### config.mk
export PLATFORM = sky130hd
export DESIGN_NAME = fft_frame_sequencer
export DESIGN_NICKNAME = d
export VERILOG_FILES = /design/src/rtl/fft_seq_pkg.sv /design/src/rtl/fft_bin_buffer.sv /design/src/rtl/fft_frame_sequencer.sv
export SDC_FILE = /design/constraint.sdc
export NUM_CORES = 1
export LEC_CHECK = 0
export BUFFER_PORTS_ARGS = -buffer_cell sky130_fd_sc_hd__buf_2
export CORE_MARGIN = 2
export CORE_UTILIZATION = 50
export DETAILED_ROUTE_END_ITERATION = 12
export HOLD_SLACK_MARGIN = 0.15
export PLACE_DENSITY = 0.65
export SYNTH_ARGS = -nofsm -noshare
export SYNTH_HDL_FRONTEND = slang
export SYNTH_HIERARCHICAL = 1
export SYNTH_SLANG_ARGS = --single-unit
export TNS_END_PERCENT = 100
### constraint.sdc
create_clock -name clk -period 3.9 [get_ports clk]
set_input_delay 0.39 -clock clk [delete_from_list [all_inputs] [get_ports clk]]
set_output_delay 0.39 -clock clk [all_outputs]
set_load 0.02 [all_outputs]
### src/rtl/fft_seq_pkg.sv
// Shared types and width helpers for the tiny_fft host-side frame sequencer.
package fft_seq_pkg;

    typedef enum logic [2:0] {
        IDLE,
        LOAD,
        SYNC,
        CAPTURE,
        DRAIN
    } state_e;

    localparam int unsigned DEF_N_POINTS     = 8;
    localparam int unsigned DEF_SYNC_TIMEOUT = 64;

    // Bin index width.
    function automatic int unsigned idx_w(input int unsigned n_points);
        return $clog2(n_points);
    endfunction

    // Word/sample counters carry one spare bit beyond the 2N word address.
    function automatic int unsigned word_idx_w(input int unsigned n_points);
        return $clog2(2 * n_points) + 1;
    endfunction

    function automatic int unsigned sync_cnt_w(input int unsigned timeout);
        return $clog2(timeout) + 1;
    endfunction

endpackage

### src/rtl/fft_bin_buffer.sv
// Capture buffer for one FFT frame: 2*N words, real at even and imag at odd addresses.
module fft_bin_buffer #(
    parameter int unsigned N_POINTS = 8,
    parameter int unsigned DOUT_W   = 6,
    localparam int unsigned ADDR_W  = $clog2(2 * N_POINTS),
    localparam int unsigned BIN_W   = $clog2(N_POINTS)
) (
    input  logic              clk_i,
    input  logic              we_i,
    input  logic [ADDR_W-1:0] widx_i,
    input  logic [DOUT_W-1:0] wdata_i,
    input  logic [BIN_W-1:0]  rbin_i,
    output logic [DOUT_W-1:0] rreal_o,
    output logic [DOUT_W-1:0] rimag_o
);

    logic [DOUT_W-1:0] mem_q [2*N_POINTS];

    always_ff @(posedge clk_i) begin
        if (we_i) begin
            mem_q[widx_i] <= wdata_i;
        end
    end

    assign rreal_o = mem_q[{rbin_i, 1'b0}];
    assign rimag_o = mem_q[{rbin_i, 1'b1}];

endmodule

### src/rtl/fft_frame_sequencer.sv
// Loads one frame into tiny_fft, locks onto its free-running output at bin 0,
// captures a full frame and replays it over a stallable valid/ready stream.
module fft_frame_sequencer
    import fft_seq_pkg::*;
#(
    parameter int unsigned N_POINTS     = DEF_N_POINTS,
    parameter int unsigned DIN_W        = 4,
    parameter int unsigned DOUT_W       = 6,
    parameter int unsigned SYNC_TIMEOUT = DEF_SYNC_TIMEOUT
) (
    input  logic                         clk,
    input  logic                         rst,
    input  logic                         start,
    input  logic                         abort,
    input  logic                         s_valid,
    output logic                         s_ready,
    input  logic [DIN_W-1:0]             s_data,
    output logic                         fft_wr_en,
    output logic [DIN_W-1:0]             fft_data_in,
    input  logic [DOUT_W-1:0]            fft_data_out,
    input  logic                         fft_real,
    input  logic                         fft_rd_idx_zero,
    output logic                         m_valid,
    input  logic                         m_ready,
    output logic [idx_w(N_POINTS)-1:0]   m_bin,
    output logic [DOUT_W-1:0]            m_real,
    output logic [DOUT_W-1:0]            m_imag,
    output logic                         m_last,
    output logic                         busy,
    output logic                         frame_done,
    output logic                         err
);

    localparam int unsigned BIN_W  = idx_w(N_POINTS);
    localparam int unsigned WIDX_W = word_idx_w(N_POINTS);
    localparam int unsigned SCNT_W = sync_cnt_w(SYNC_TIMEOUT);

    localparam logic [WIDX_W-1:0] LAST_SAMPLE = WIDX_W'(N_POINTS - 1);
    localparam logic [WIDX_W-1:0] LAST_WORD   = WIDX_W'(2 * N_POINTS - 1);
    localparam logic [BIN_W-1:0]  LAST_BIN    = BIN_W'(N_POINTS - 1);
    localparam logic [SCNT_W-1:0] LAST_SYNC   = SCNT_W'(SYNC_TIMEOUT - 1);

    state_e              state_q, state_d;
    logic [WIDX_W-1:0]   smp_cnt_q, smp_cnt_d;
    logic [SCNT_W-1:0]   sync_cnt_q, sync_cnt_d;
    logic [WIDX_W-1:0]   word_q, word_d;
    logic [BIN_W-1:0]    bin_q, bin_d;
    logic                err_q, err_d;
    logic                wr_en_q, wr_en_d;
    logic [DIN_W-1:0]    din_q, din_d;
    logic                done_q, done_d;

    logic                buf_we;
    logic [WIDX_W-2:0]   buf_widx;
    logic [DOUT_W-1:0]   rd_real, rd_imag;

    always_ff @(posedge clk or posedge rst) begin
        if (rst) begin
            state_q    <= IDLE;
            smp_cnt_q  <= '0;
            sync_cnt_q <= '0;
            word_q     <= '0;
            bin_q      <= '0;
            err_q      <= 1'b0;
            wr_en_q    <= 1'b0;
            din_q      <= '0;
            done_q     <= 1'b0;
        end else begin
            state_q    <= state_d;
            smp_cnt_q  <= smp_cnt_d;
            sync_cnt_q <= sync_cnt_d;
            word_q     <= word_d;
            bin_q      <= bin_d;
            err_q      <= err_d;
            wr_en_q    <= wr_en_d;
            din_q      <= din_d;
            done_q     <= done_d;
        end
    end

    always_comb begin
        state_d    = state_q;
        smp_cnt_d  = smp_cnt_q;
        sync_cnt_d = sync_cnt_q;
        word_d     = word_q;
        bin_d      = bin_q;
        err_d      = err_q;
        din_d      = din_q;
        wr_en_d    = 1'b0;
        done_d     = 1'b0;
        buf_we     = 1'b0;
        buf_widx   = '0;

        // Abort pre-empts every handshake and start; err is left alone.
        if (abort) begin
            state_d = IDLE;
            bin_d   = '0;
        end else begin
            unique case (state_q)
                IDLE: begin
                    if (start) begin
                        state_d   = LOAD;
                        err_d     = 1'b0;
                        smp_cnt_d = '0;
                    end
                end
                LOAD: begin
                    if (s_valid) begin
                        din_d     = s_data;
                        wr_en_d   = 1'b1;
                        smp_cnt_d = smp_cnt_q + 1'b1;
                        if (smp_cnt_q == LAST_SAMPLE) begin
                            state_d    = SYNC;
                            sync_cnt_d = '0;
                        end
                    end
                end
                SYNC: begin
                    if (fft_rd_idx_zero && fft_real) begin
                        buf_we  = 1'b1;
                        word_d  = WIDX_W'(1);
                        state_d = CAPTURE;
                    end else if (sync_cnt_q == LAST_SYNC) begin
                        err_d   = 1'b1;
                        state_d = IDLE;
                    end else begin
                        sync_cnt_d = sync_cnt_q + 1'b1;
                    end
                end
                CAPTURE: begin
                    // Even word index must carry the real flag, odd must not.
                    if (fft_real != !word_q[0]) begin
                        err_d   = 1'b1;
                        state_d = IDLE;
                    end else begin
                        buf_we   = 1'b1;
                        buf_widx = word_q[WIDX_W-2:0];
                        if (word_q == LAST_WORD) begin
                            state_d = DRAIN;
                            bin_d   = '0;
                        end else begin
                            word_d = word_q + 1'b1;
                        end
                    end
                end
                DRAIN: begin
                    if (m_ready) begin
                        if (bin_q == LAST_BIN) begin
                            state_d = IDLE;
                            done_d  = 1'b1;
                            bin_d   = '0;
                        end else begin
                            bin_d = bin_q + 1'b1;
                        end
                    end
                end
                default: state_d = IDLE;
            endcase
        end
    end

    fft_bin_buffer #(
        .N_POINTS (N_POINTS),
        .DOUT_W   (DOUT_W)
    ) u_buf (
        .clk_i   (clk),
        .we_i    (buf_we),
        .widx_i  (buf_widx),
        .wdata_i (fft_data_out),
        .rbin_i  (bin_q),
        .rreal_o (rd_real),
        .rimag_o (rd_imag)
    );

    // Data outputs are gated so they read zero outside DRAIN, including under reset.
    assign m_valid     = (state_q == DRAIN);
    assign m_real      = m_valid ? rd_real : '0;
    assign m_imag      = m_valid ? rd_imag : '0;
    assign m_bin       = bin_q;
    assign m_last      = m_valid && (bin_q == LAST_BIN);
    assign s_ready     = (state_q == LOAD);
    assign busy        = (state_q != IDLE);
    assign fft_wr_en   = wr_en_q;
    assign fft_data_in = din_q;
    assign frame_done  = done_q;
    assign err         = err_q;

endmodule

==> results_dict.tcl, run 1 <==
set metrics [dict create \
    yosysWarnings 6 \
    clock_latency_ns 0.52 \
    die_h_um 110 \
    synth.yosys.seq_area_share_pct 64.8 \
    synth_compound_area_share_pct 5.65 \
    power_mw 3.49 \
    crit_required_ns 4.05 \
    area_growth_pct 16.4 \
    gp_congestion 0.797 \
    portBuffers 43 \
    ys_types 51 \
    holdCritStartpoint "abort" \
    synth-simple-area-share_pct 11.2 \
    post_drt_wl_per_cell_um 19.3 \
    root_buffer "clkbuf_8" \
    htreeDepth 4 \
    worstHoldEndpoint "frame_done$_DFF_PP0_" \
    finalClockSkew_ns 0.00659 \
    path_clk_slew_ns 0.06 \
    cts.sinks 126 \
    fmax_mhz 329 \
    synth_nets 388 \
    startpoint_type "flop" \
    synthMuxAreaShare_pct 14.0 \
    cts_made_buffers 17 \
    hold-path-cell-count 2 \
    drt-initial-drc-count 201 \
    fp.dieArea_um2 12100 \
    syn-cell-area_um2 5610 \
    core_um2 10900 \
    worstHoldPathType "in -> reg" \
    grt_pass1_vias 3308 \
    synthArstFlopShare_pct 23.8 \
    timing.rr.start "state_q[2]$_DFFE_PP0P_" \
    hpwl_um 7150 \
    setup_viol 0 \
    postSynthCellCount 363 \
    synth-adder-area-share_pct 1.56 \
    rsz0062_at_grt "no" \
    drtAntennaViolNets 0 \
    fp-row-count 38 \
    crit_arrival_ns 3.19 \
    p_switching_mw 0.912 \
    drv_cap 0 \
    peakVddDrop_v 0.000270 \
    grt_max_degree 31 \
    power_frac_comb_pct 13.2 \
    reg2regPathDepth 5 \
    grt_pass1_wl_um 17400 \
    die_w_um 110 \
    p_sw_share_pct 26.1 \
    rr_endpoint "u_buf/mem_q[0][3]$_DFFE_PP_" \
    totalWireLength_um 11000 \
    post-cts-setup-buffers 0 \
    drc_errors 0 \
    period_needed_ns 3.04 \
    synth_enable_flop_cells 96 \
    design.portCount 44 \
    final_max_slew_viol_count 0 \
    p_leak_nw 2.49 \
    p_per_area_nw_per_um2 535 \
    antenna_cells 0 \
    gr-total-overflow 0 \
    layout.nets 445 \
    crit_type "reg -> reg" \
    cts_tree "yes" \
    synth-main-ff-cell "edfxtp_1" \
    fillers 833 \
    cts_resized 0 \
    status "complete, no violations" \
    drive_gt1_share_pct 23.8 \
    grt_use_total_pct 20.2 \
    synth_seq_cells 126 \
    r2r_setup_slack_ns 0.86 \
    viasPerCell 5.67 \
    tightest_slew_ns 0.917 \
    avgSynthCellArea_um2 15.4 \
    post-route-period-util_pct 77.8 \
    start_util_pct 51.5 \
    end_kind "flop" \
    drtPass1Iterations 4 \
    vias 3245 \
    slew_headroom_pct 38.6 \
    p_int_mw 2.58 \
    hold_viol 0 \
    worstPathMaxFanout 25 \
    pwr-share-clk_pct 41.2 \
    tns_ns 0 \
    p_seq_share_pct 45.6 \
    ctsLongestPathBuffers 2 \
    yosys.area_share.xor_xnor_pct 0.156 \
    antenna_found_initial 0 \
    synth_top_family_by_area "multiplexers" \
]
-- Yosys cell counts, types with 2 or more instances --
library cell	instances	area share, %
or3b_2	3	0.47
nor3_1	9	0.80
o21ai_1	2	0.18
buf_2	4	0.36
and3_1	15	1.7
nand2b_1	3	0.33
nand3_1	8	0.71
nor3b_1	4	0.54
a21oi_1	8	0.71
mux2i_1	3	0.54
nand3b_1	3	0.40
mux2_2	12	2.4
buf_6	6	1.2
clkbuf_1	5	0.33
nor2_1	22	1.5
dfrtp_1	30	13
mux4_2	3	1.2
nor2b_1	2	0.22
edfxtp_1	96	51
or3b_1	2	0.31
nand2_1	37	2.5
inv_1	9	0.60
ha_1	7	1.6
and2_1	4	0.45
o21ai_0	17	1.5
o31ai_1	4	0.54
mux4_1	21	9.8
-- per-layer routing --
layer	track usage, %	routed length, um	up-vias
met2	33.6	5570	59
met5	0	0	-
met1	25.8	4960	1641
met4	7.59	173	0
met3	4.98	328	16
li1	-	-	1529
-- per-stage QoR --
step / util [%] / hold WS, ns / cells / setup slack (ns) / area (um^2)
floorplan: - / 0.449 / 363 / 1.36 / 5610
global placement: 54.4 / 0.452 / 535 / 1.04 / 5920
detailed placement: 54.4 / 0.462 / 535 / 0.953 / 5920
CTS: 59.9 / 0.173 / 572 / 0.822 / 6520
global route: 59.9 / 0.202 / 572 / 0.682 / 6520
finish: 59.9 / 0.195 / 572 / 0.864 / 6520
-- cells by family (layout without fill, tap and decap cells) --
logic type | Yosys count | in the layout
flip-flops | 126 | 126
AND/OR/NAND/NOR | 120 | 120
AO/OA/AOI/OAI | 44 | 44
multiplexers | 39 | 39
buffers and inverters | 26 | 95
adder cells (fa/ha/maj) | 7 | 7
XOR/XNOR | 1 | 1
-- worst max-delay path, cell delays in order (launching register included) --
cell      delay [ns]
dfrtp_1         0.78
nand3b_1        0.38
nor3_1          0.14
and2_1          0.21
or3b_2          0.52
nor3_1          0.63
-- flip-flops by register name (all words and copies together) (netlist names) --
register	flops
state_q	3
fft_data_in	4
m_bin	3
smp_cnt_q	5
frame_done	1
word_q	5
u_buf/mem_q	96
sync_cnt_q	7
fft_wr_en	1
err	1
-- power groups by stage --
stage	Combinational [mW]	Clock, mW	Sequential [mW]
floorplan	0.338	0	1.62
CTS	0.465	1.45	1.59
global placement	0.445	0	1.61
detailed placement	0.456	0	1.62
global route	0.513	1.52	1.60
finish	0.460	1.44	1.59
-- repair_timing --
| action | CTS | global route |
|---|---|---|
| endpoints found under the hold margin | 35 | 0 |
| setup endpoints to repair | 0 | 0 |
| hold buffers | 6 | 0 |
-- cell usage in the layout (no fill, tap or decap), types with 4 or more instances in the layout --
master	count
clkbuf_16	16
and2_1	4
nand2_1	37
mux4_1	21
and3_1	15
edfxtp_1	96
nor2_1	22
nand3_1	8
ha_1	7
a21oi_1	8
nor3_1	9
o21ai_0	17
inv_1	9
dlygate4sd3_1	6
buf_4	5
nor3b_1	4
mux2_2	12
dfrtp_1	30
o31ai_1	4
buf_2	43
clkinv_2	4
-- worst max path at each step --
stage	from	end	slack [ns]	cells past startpoint
after floorplan	abort	u_buf/mem_q[0][0]$_DFFE_PP_	1.36	5
after global placement	state_q[2]$_DFFE_PP0P_	u_buf/mem_q[0][4]$_DFFE_PP_	1.04	4
after detailed placement	state_q[2]$_DFFE_PP0P_	u_buf/mem_q[4][0]$_DFFE_PP_	0.95	5
after CTS	m_bin[0]$_DFFE_PP0P_	m_imag[1]	0.82	5
after global routing	state_q[2]$_DFFE_PP0P_	u_buf/mem_q[4][5]$_DFFE_PP_	0.68	5
final	state_q[2]$_DFFE_PP0P_	u_buf/mem_q[0][3]$_DFFE_PP_	0.86	5
-- layout make-up --
class / count / area, um^2 / area share (%)
clock buffer: 18 / 418 / 6.41
sequential: 126 / 3630 / 55.7
tap: 140 / 175 / 2.69
timing repair buffer: 54 / 313 / 4.79
multi-input combinational: 211 / 1820 / 27.9
inverter: 10 / 37.5 / 0.575
clock inverter: 13 / 124 / 1.90
Note: power is estimated with default switching activity, not from simulation.
==> inputs of run 2 (changes only) <==
--- a/config.mk
+++ b/config.mk
@@ -10,7 +10,7 @@
 export CORE_UTILIZATION = 50
 export DETAILED_ROUTE_END_ITERATION = 12
 export HOLD_SLACK_MARGIN = 0.15
-export PLACE_DENSITY = 0.65
+export PLACE_DENSITY = 0.68
 export SYNTH_ARGS = -nofsm -noshare
 export SYNTH_HDL_FRONTEND = slang
 export SYNTH_HIERARCHICAL = 1
==> constraint.sdc (replaced) <==
create_clock -name clk -period 2.7 [get_ports clk]
set_input_delay 0.27 -clock clk [delete_from_list [all_inputs] [get_ports clk]]
set_output_delay 0.27 -clock clk [all_outputs]
set_load 0.02 [all_outputs]
==> results_dict.tcl, run 2 (synthesis gave the netlist of run 1 again) <==
set metrics [dict create \
    status "complete, no violations" \
    crit_required_ns 2.43 \
    reg2regPathDepth 4 \
    worstPathMaxFanout 13 \
    fillers 821 \
    start_util_pct 51.5 \
    startpoint_type "flop" \
    final_cell_mix "edfxtp_1 (96), buf_2 (43), nand2_1 (37), dfrtp_1 (29), nor2_1 (22)" \
    top_regs "u_buf/mem_q (96), sync_cnt_q (7)" \
    end_kind "output port" \
    totalWireLength_um 11400 \
    vias 3362 \
    pwr-share-clk_pct 40.9 \
    dp_cells 551 \
    tightest_slew_ns 0.576 \
    grt_max_degree 31 \
    ctsLongestPathBuffers 2 \
    hold-path-cell-count 1 \
    slew_headroom_pct 61.3 \
    finalClockSkew_ns 0.00524 \
    p_sw_share_pct 25.7 \
    power_mw 5.05 \
    layout.nets 467 \
    cts.sinks 126 \
    root_buffer "clkbuf_8" \
    fp-row-count 38 \
    post-route-period-util_pct 96.8 \
    worst_hold_slack_ns 0.161 \
    die_h_um 110 \
    p_per_area_nw_per_um2 749 \
    period_needed_ns 2.61 \
    design.portCount 44 \
    drtAntennaViolNets 0 \
    htreeDepth 4 \
    tns_ns 0 \
    worstHoldPathType "in -> reg" \
    p_int_mw 3.75 \
    cp_top_family "multiplexers" \
    grt_pass1_vias 3302 \
    core_um2 10900 \
    drc_errors 0 \
    die_w_um 110 \
    fmax_mhz 382 \
    regMostFlops "u_buf/mem_q" \
    cpMaxStageDelayCell "mux4_1" \
    cts_made_buffers 17 \
    cp_num_cells 5 \
    critPathMaxStageDelay_ns 0.57 \
    antenna_cells 0 \
    portBuffers 43 \
    place_ws_ns 0.230 \
    crit_arrival_ns 2.34 \
    p_leak_nw 2.59 \
    viasPerCell 5.68 \
    grt_use_total_pct 20.3 \
    path_clk_slew_ns 0.05 \
    final_cells 592 \
    crit_type "reg -> out" \
    power_frac_comb_pct 13.7 \
    peakVddDrop_v 0.000377 \
    grt_pass1_wl_um 17300 \
    path_cells "buf_12, mux4_1, mux2_2, and3_1, buf_2" \
    drtPass1Iterations 4 \
    antenna_found_initial 0 \
    gp_congestion 0.795 \
    hold_viol 0 \
    post_drt_wl_per_cell_um 19.2 \
    drive_gt1_share_pct 27.4 \
    rsz0062_at_grt "yes" \
    setup_viol 0 \
    gr-total-overflow 0 \
    drt-initial-drc-count 212 \
    hpwl_um 7310 \
    clock_latency_ns 0.51 \
    finalWorstSetupSlack_ns 0.0853 \
    timing.critical_path.buf_inv 2 \
    area_growth_pct 20.2 \
    p_seq_share_pct 45.5 \
    mostFrequentLayoutCell "edfxtp_1" \
    largest_reg_flops 96 \
    p_switching_mw 1.30 \
    fp.dieArea_um2 12100 \
    drv_cap 0 \
    cts_tree "yes" \
    final_max_slew_viol_count 0 \
]
-- run 2: cell types whose count changed in the layout (fill, tap and decap cells not counted) --
cell | previous run | this run
mux4_1 | 21 | 19
clkinvlp_4 | 2 | 4
dfrtp_2 | 0 | 1
clkinv_2 | 4 | 2
mux4_2 | 3 | 5
clkinv_1 | 3 | 1
buf_16 | 0 | 1
buf_12 | 0 | 2
dlygate4sd3_1 | 6 | 10
buf_4 | 5 | 20
dfrtp_1 | 30 | 29
-- run 2: power groups by stage --
stage	combinational (mW)	sequential [mW]	clock, mW
2_1_floorplan	0.488	2.34	0
3_3_place_gp	0.659	2.32	0
3_5_place_dp	0.680	2.33	0
4_1_cts	0.693	2.29	2.11
5_1_grt	0.767	2.31	2.19
6_report	0.690	2.29	2.06
-- run 2: worst register-to-register path, delay by kind of cell, from the launching register on --
family,cells,cell delay [ns]
flops,1,0.46
simple gates,4,1.69
-- run 2: repair_timing --
item | CTS | global route
setup endpoints to repair | 5 | 9
hold endpoints to repair | 84 | 0
gates resized for setup | 1 | 3
pin swaps | 0 | 0
hold buffers | 10 | 0
buffers inserted | 1 | 0
gates cloned | 1 | 0
-- run 2: cell type report --
cell class                      count  area (um^2)  share of cell area (%)
Clock buffer                       18          418                    6.20
Clock inverter                     11          121                    1.80
Inverter                           10         37.5                   0.557
Timing Repair Buffer               76          533                    7.91
Tap cell                          140          175                    2.60
Multi-Input combinational cell    211         1820                    27.0
Sequential cell                   126         3630                    54.0
-- run 2: through the flow --
stage	utilization, %	area [um^2]
after floorplan	-	5610
after global placement	55.7	6070
after detailed placement	55.7	6070
after CTS	62.0	6750
after global routing	61.9	6740
final	61.9	6740
-- run 2: metal layers --
layer	part of all wire [%]	wire length, um	up-vias	GRT usage, %
li1	-	-	1570	-
met3	5.3	598	15	6.16
met2	52	5920	94	33.8
met5	0	0	-	0
met4	1.5	174	0	6.96
met1	41	4670	1683	25.2
-- run 2: worst paths after layout --
check / start / to / slack, ns
min in group asynchronous: rst / fft_wr_en$_DFF_PP0_ / 0.39
max in group asynchronous: rst / m_bin[0]$_DFFE_PP0P_ / 2.00
min reg2reg: fft_data_in[2]$_DFFE_PP0P_ / fft_data_in[2]$_DFFE_PP0P_ / 0.48
min: fft_data_out[5] / u_buf/mem_q[13][5]$_DFFE_PP_ / 0.16
max: m_bin[0]$_DFFE_PP0P_ / m_imag[0] / 0.09
max reg2reg: state_q[1]$_DFFE_PP0P_ / u_buf/mem_q[1][3]$_DFFE_PP_ / 0.20
==> inputs of run 3 (changes only) <==
--- a/config.mk
+++ b/config.mk
@@ -5,12 +5,14 @@
 export SDC_FILE = /design/constraint.sdc
 export NUM_CORES = 1
 export LEC_CHECK = 0
+export ABC_AREA = 1
 export BUFFER_PORTS_ARGS = -buffer_cell sky130_fd_sc_hd__buf_2
 export CORE_MARGIN = 2
 export CORE_UTILIZATION = 50
 export DETAILED_ROUTE_END_ITERATION = 12
 export HOLD_SLACK_MARGIN = 0.15
 export PLACE_DENSITY = 0.68
+export SKIP_LAST_GASP = 1
 export SYNTH_ARGS = -nofsm -noshare
 export SYNTH_HDL_FRONTEND = slang
 export SYNTH_HIERARCHICAL = 1
==> results_dict.tcl, run 3 <==
set metrics [dict create \
    tns_ns 0 \
    worstHoldPathType "in -> reg" \
    synth-adder-area-share_pct 1.41 \
    viasPerCell 4.94 \
    ys_types 37 \
    netlist.area_leader.share_pct 46.3 \
    synth_nets 733 \
    synth_seq_cells 126 \
    layout.nets 784 \
    end_kind "output port" \
    regMostFlops "u_buf/mem_q" \
    hpwl_um 9070 \
    setup_viol 0 \
    root_buffer "clkbuf_16" \
    synthMuxAreaShare_pct 0 \
    rsz0062_at_grt "no" \
    synthTopCellsByArea "edfxtp_1 (46%), nand2_1 (14%), dfrtp_1 (12%), inv_1 (6.6%), nand3_1 (5.3%)" \
    fp-row-count 40 \
    holdCritStartpoint "m_ready" \
    drt-initial-drc-count 259 \
    synth_common_cells "nand2_1 (228), inv_1 (109), edfxtp_1 (96)" \
    start_util_pct 51.6 \
    critPathMaxStageDelay_ns 0.59 \
    worstPathMaxFanout 48 \
    grt_max_degree 50 \
    cts_resized 0 \
    vias 4641 \
    largest_reg_flops 96 \
    final_cell_mix "nand2_1 (228), inv_1 (109), edfxtp_1 (96), nand3_1 (66), nor2_1 (50)" \
    drtAntennaViolNets 0 \
    p_leak_nw 3.41 \
    peakVddDrop_v 0.000491 \
    rr_endpoint "u_buf/mem_q[11][4]$_DFFE_PP_" \
    hold-path-cell-count 3 \
    gp_congestion 0.929 \
    postSynthCellCount 708 \
    core_um2 12100 \
    reg2regPathDepth 8 \
    top_regs "u_buf/mem_q (96), sync_cnt_q (7)" \
    drc_errors 0 \
    post-route-period-util_pct 91.2 \
    cp_top_family "buffers and inverters" \
    timing.rr.start "word_q[0]$_DFFE_PP0P_" \
    clock_latency_ns 0.42 \
    post_drt_wl_per_cell_um 14.3 \
    worstHoldEndpoint "frame_done$_DFF_PP0_" \
    gr-total-overflow 0 \
    htreeDepth 4 \
    synth_compound_area_share_pct 2.23 \
    yosysTopAreaCell "edfxtp_1" \
    crit_type "reg -> out" \
    drive_gt1_share_pct 15.8 \
    period_needed_ns 2.46 \
    yosys.area_share.xor_xnor_pct 0.844 \
    design.portCount 44 \
    worst_path_most_repeated_cell "nand2_1" \
    die_h_um 116 \
    fillers 1009 \
    p_per_area_nw_per_um2 730 \
    final_max_slew_viol_count 0 \
    hold_viol 0 \
    antenna_cells 0 \
    power_mw 5.25 \
    timing.critical_path.buf_inv 3 \
    synth-simple-area-share_pct 26.4 \
    die_w_um 116 \
    drtPass1Iterations 5 \
    status "complete, no violations" \
    synth_top_family_by_area "simple AND/OR/NAND/NOR gates" \
    tightest_slew_ns 0.787 \
    area_growth_pct 15.5 \
    yosysWarnings 6 \
    ctsLongestPathBuffers 2 \
    synthArstFlopShare_pct 23.8 \
    grt_pass1_wl_um 22100 \
    grt_pass1_vias 4583 \
    yosysMostFrequentCell "nand2_1" \
    path_clk_slew_ns 0.05 \
    mostFrequentLayoutCell "nand2_1" \
    cpMaxStageDelayCell "inv_2" \
    synth_enable_flop_cells 96 \
    cts_made_buffers 17 \
    finalClockSkew_ns 0.00517 \
    r2r_setup_slack_ns 0.27 \
    portBuffers 43 \
    cts_tree "yes" \
    path_cells "inv_2, nand2_1, nand3_1, nand2_1, nand2_1, nand2_1, inv_1, nor2_1, buf_2" \
    synth.yosys.seq_area_share_pct 58.4 \
    fp.dieArea_um2 13400 \
    cts.sinks 126 \
    crit_arrival_ns 2.19 \
    grt_use_total_pct 22.0 \
    avgSynthCellArea_um2 8.79 \
    crit_required_ns 2.43 \
    slew_headroom_pct 47.4 \
    totalWireLength_um 13500 \
    fmax_mhz 406 \
    drv_cap 0 \
    antenna_found_initial 0 \
    startpoint_type "flop" \
    syn-cell-area_um2 6220 \
    synth-main-ff-cell "edfxtp_1" \
]
## run 3: cell count changes after synthesis, moves of 15 or more
cell / before / now
inv_1: 9 / 109
mux4_1: 21 / 0
clkinv_1: 0 / 19
inv_2: 1 / 20
nor2_1: 22 / 50
and3_1: 15 / 0
nand2_1: 37 / 228
nand3_1: 8 / 66
## run 3: worst max-delay path by stage
stage,slack (ns),cells past startpoint,from,endpoint
2_1_floorplan,0.71,8,word_q[0]$_DFFE_PP0P_,u_buf/mem_q[12][0]$_DFFE_PP_
3_3_place_gp,0.40,10,fft_real,u_buf/mem_q[9][4]$_DFFE_PP_
3_5_place_dp,0.30,10,fft_real,u_buf/mem_q[11][4]$_DFFE_PP_
4_1_cts,0.23,9,m_bin[0]$_DFFE_PP0P_,m_real[2]
5_1_grt,0.02,9,m_bin[0]$_DFFE_PP0P_,m_real[3]
6_report,0.24,9,m_bin[0]$_DFFE_PP0P_,m_real[2]
## run 3: kinds of logic (layout without fill, tap and decap cells)
group,after synthesis,in the layout
XOR/XNOR,6,6
buffers and inverters,168,232
AND/OR/NAND/NOR,377,377
flip-flops,126,126
AO/OA/AOI/OAI,24,24
adder cells (fa/ha/maj),7,7
## run 3: per-stage QoR
| stage | setup slack (ns) | hold slack, ns | cells | cell area, um^2 | utilization [%] |
|---|---|---|---|---|---|
| detailed placement | 0.303 | 0.370 | 903 | 6570 | 54.4 |
| CTS | 0.233 | 0.179 | 940 | 7190 | 59.6 |
| global placement | 0.396 | 0.361 | 903 | 6570 | 54.4 |
| floorplan | 0.706 | 0.361 | 708 | 6220 | - |
| finish | 0.237 | 0.194 | 940 | 7190 | 59.6 |
| global route | 0.0222 | 0.203 | 940 | 7190 | 59.6 |
## run 3: repair_timing
action	4_1_cts	5_1_grt
setup endpoints to repair	0	0
buffers inserted	0	0
hold buffers	5	0
endpoints found under the hold margin	34	0
## run 3: cell type report
| cell class | count | area [um^2] | area share, % |
|---|---|---|---|
| multi-input combinational | 414 | 1920 | 26.8 |
| sequential | 126 | 3630 | 50.5 |
| clock buffer | 17 | 425 | 5.92 |
| tap | 168 | 210 | 2.92 |
| inverter | 149 | 562 | 7.82 |
| timing repair buffer | 51 | 288 | 4.00 |
| clock inverter | 15 | 146 | 2.04 |
## run 3: power breakdown
part | leakage, nW | switching [mW] | internal (mW) | total, mW
logic | 1.87 | 0.524 | 0.241 | 0.765
clock network | 0.278 | 0.831 | 1.35 | 2.18
registers | 1.27 | 0.102 | 2.20 | 2.30
total | 3.41 | 1.46 | 3.79 | 5.25
## run 3: per-layer routing
layer | vias to the layer above | track usage (%) | wire length [um]
met3 | 35 | 5.86 | 852
met2 | 167 | 37.0 | 6540
li1 | 2303 | - | -
met1 | 2136 | 27.0 | 5750
met4 | 0 | 9.16 | 329
met5 | - | 0 | 0
## run 3: worst reg2reg max path: stages, from the launching register on
cell and delay (ns):
dfrtp_1 0.41, ha_1 0.33, inv_1 0.08, nand2_2 0.07, nor2_1 0.14, inv_1 0.08
nor2_1 0.21, nand3b_1 0.28, nor2_1 0.47
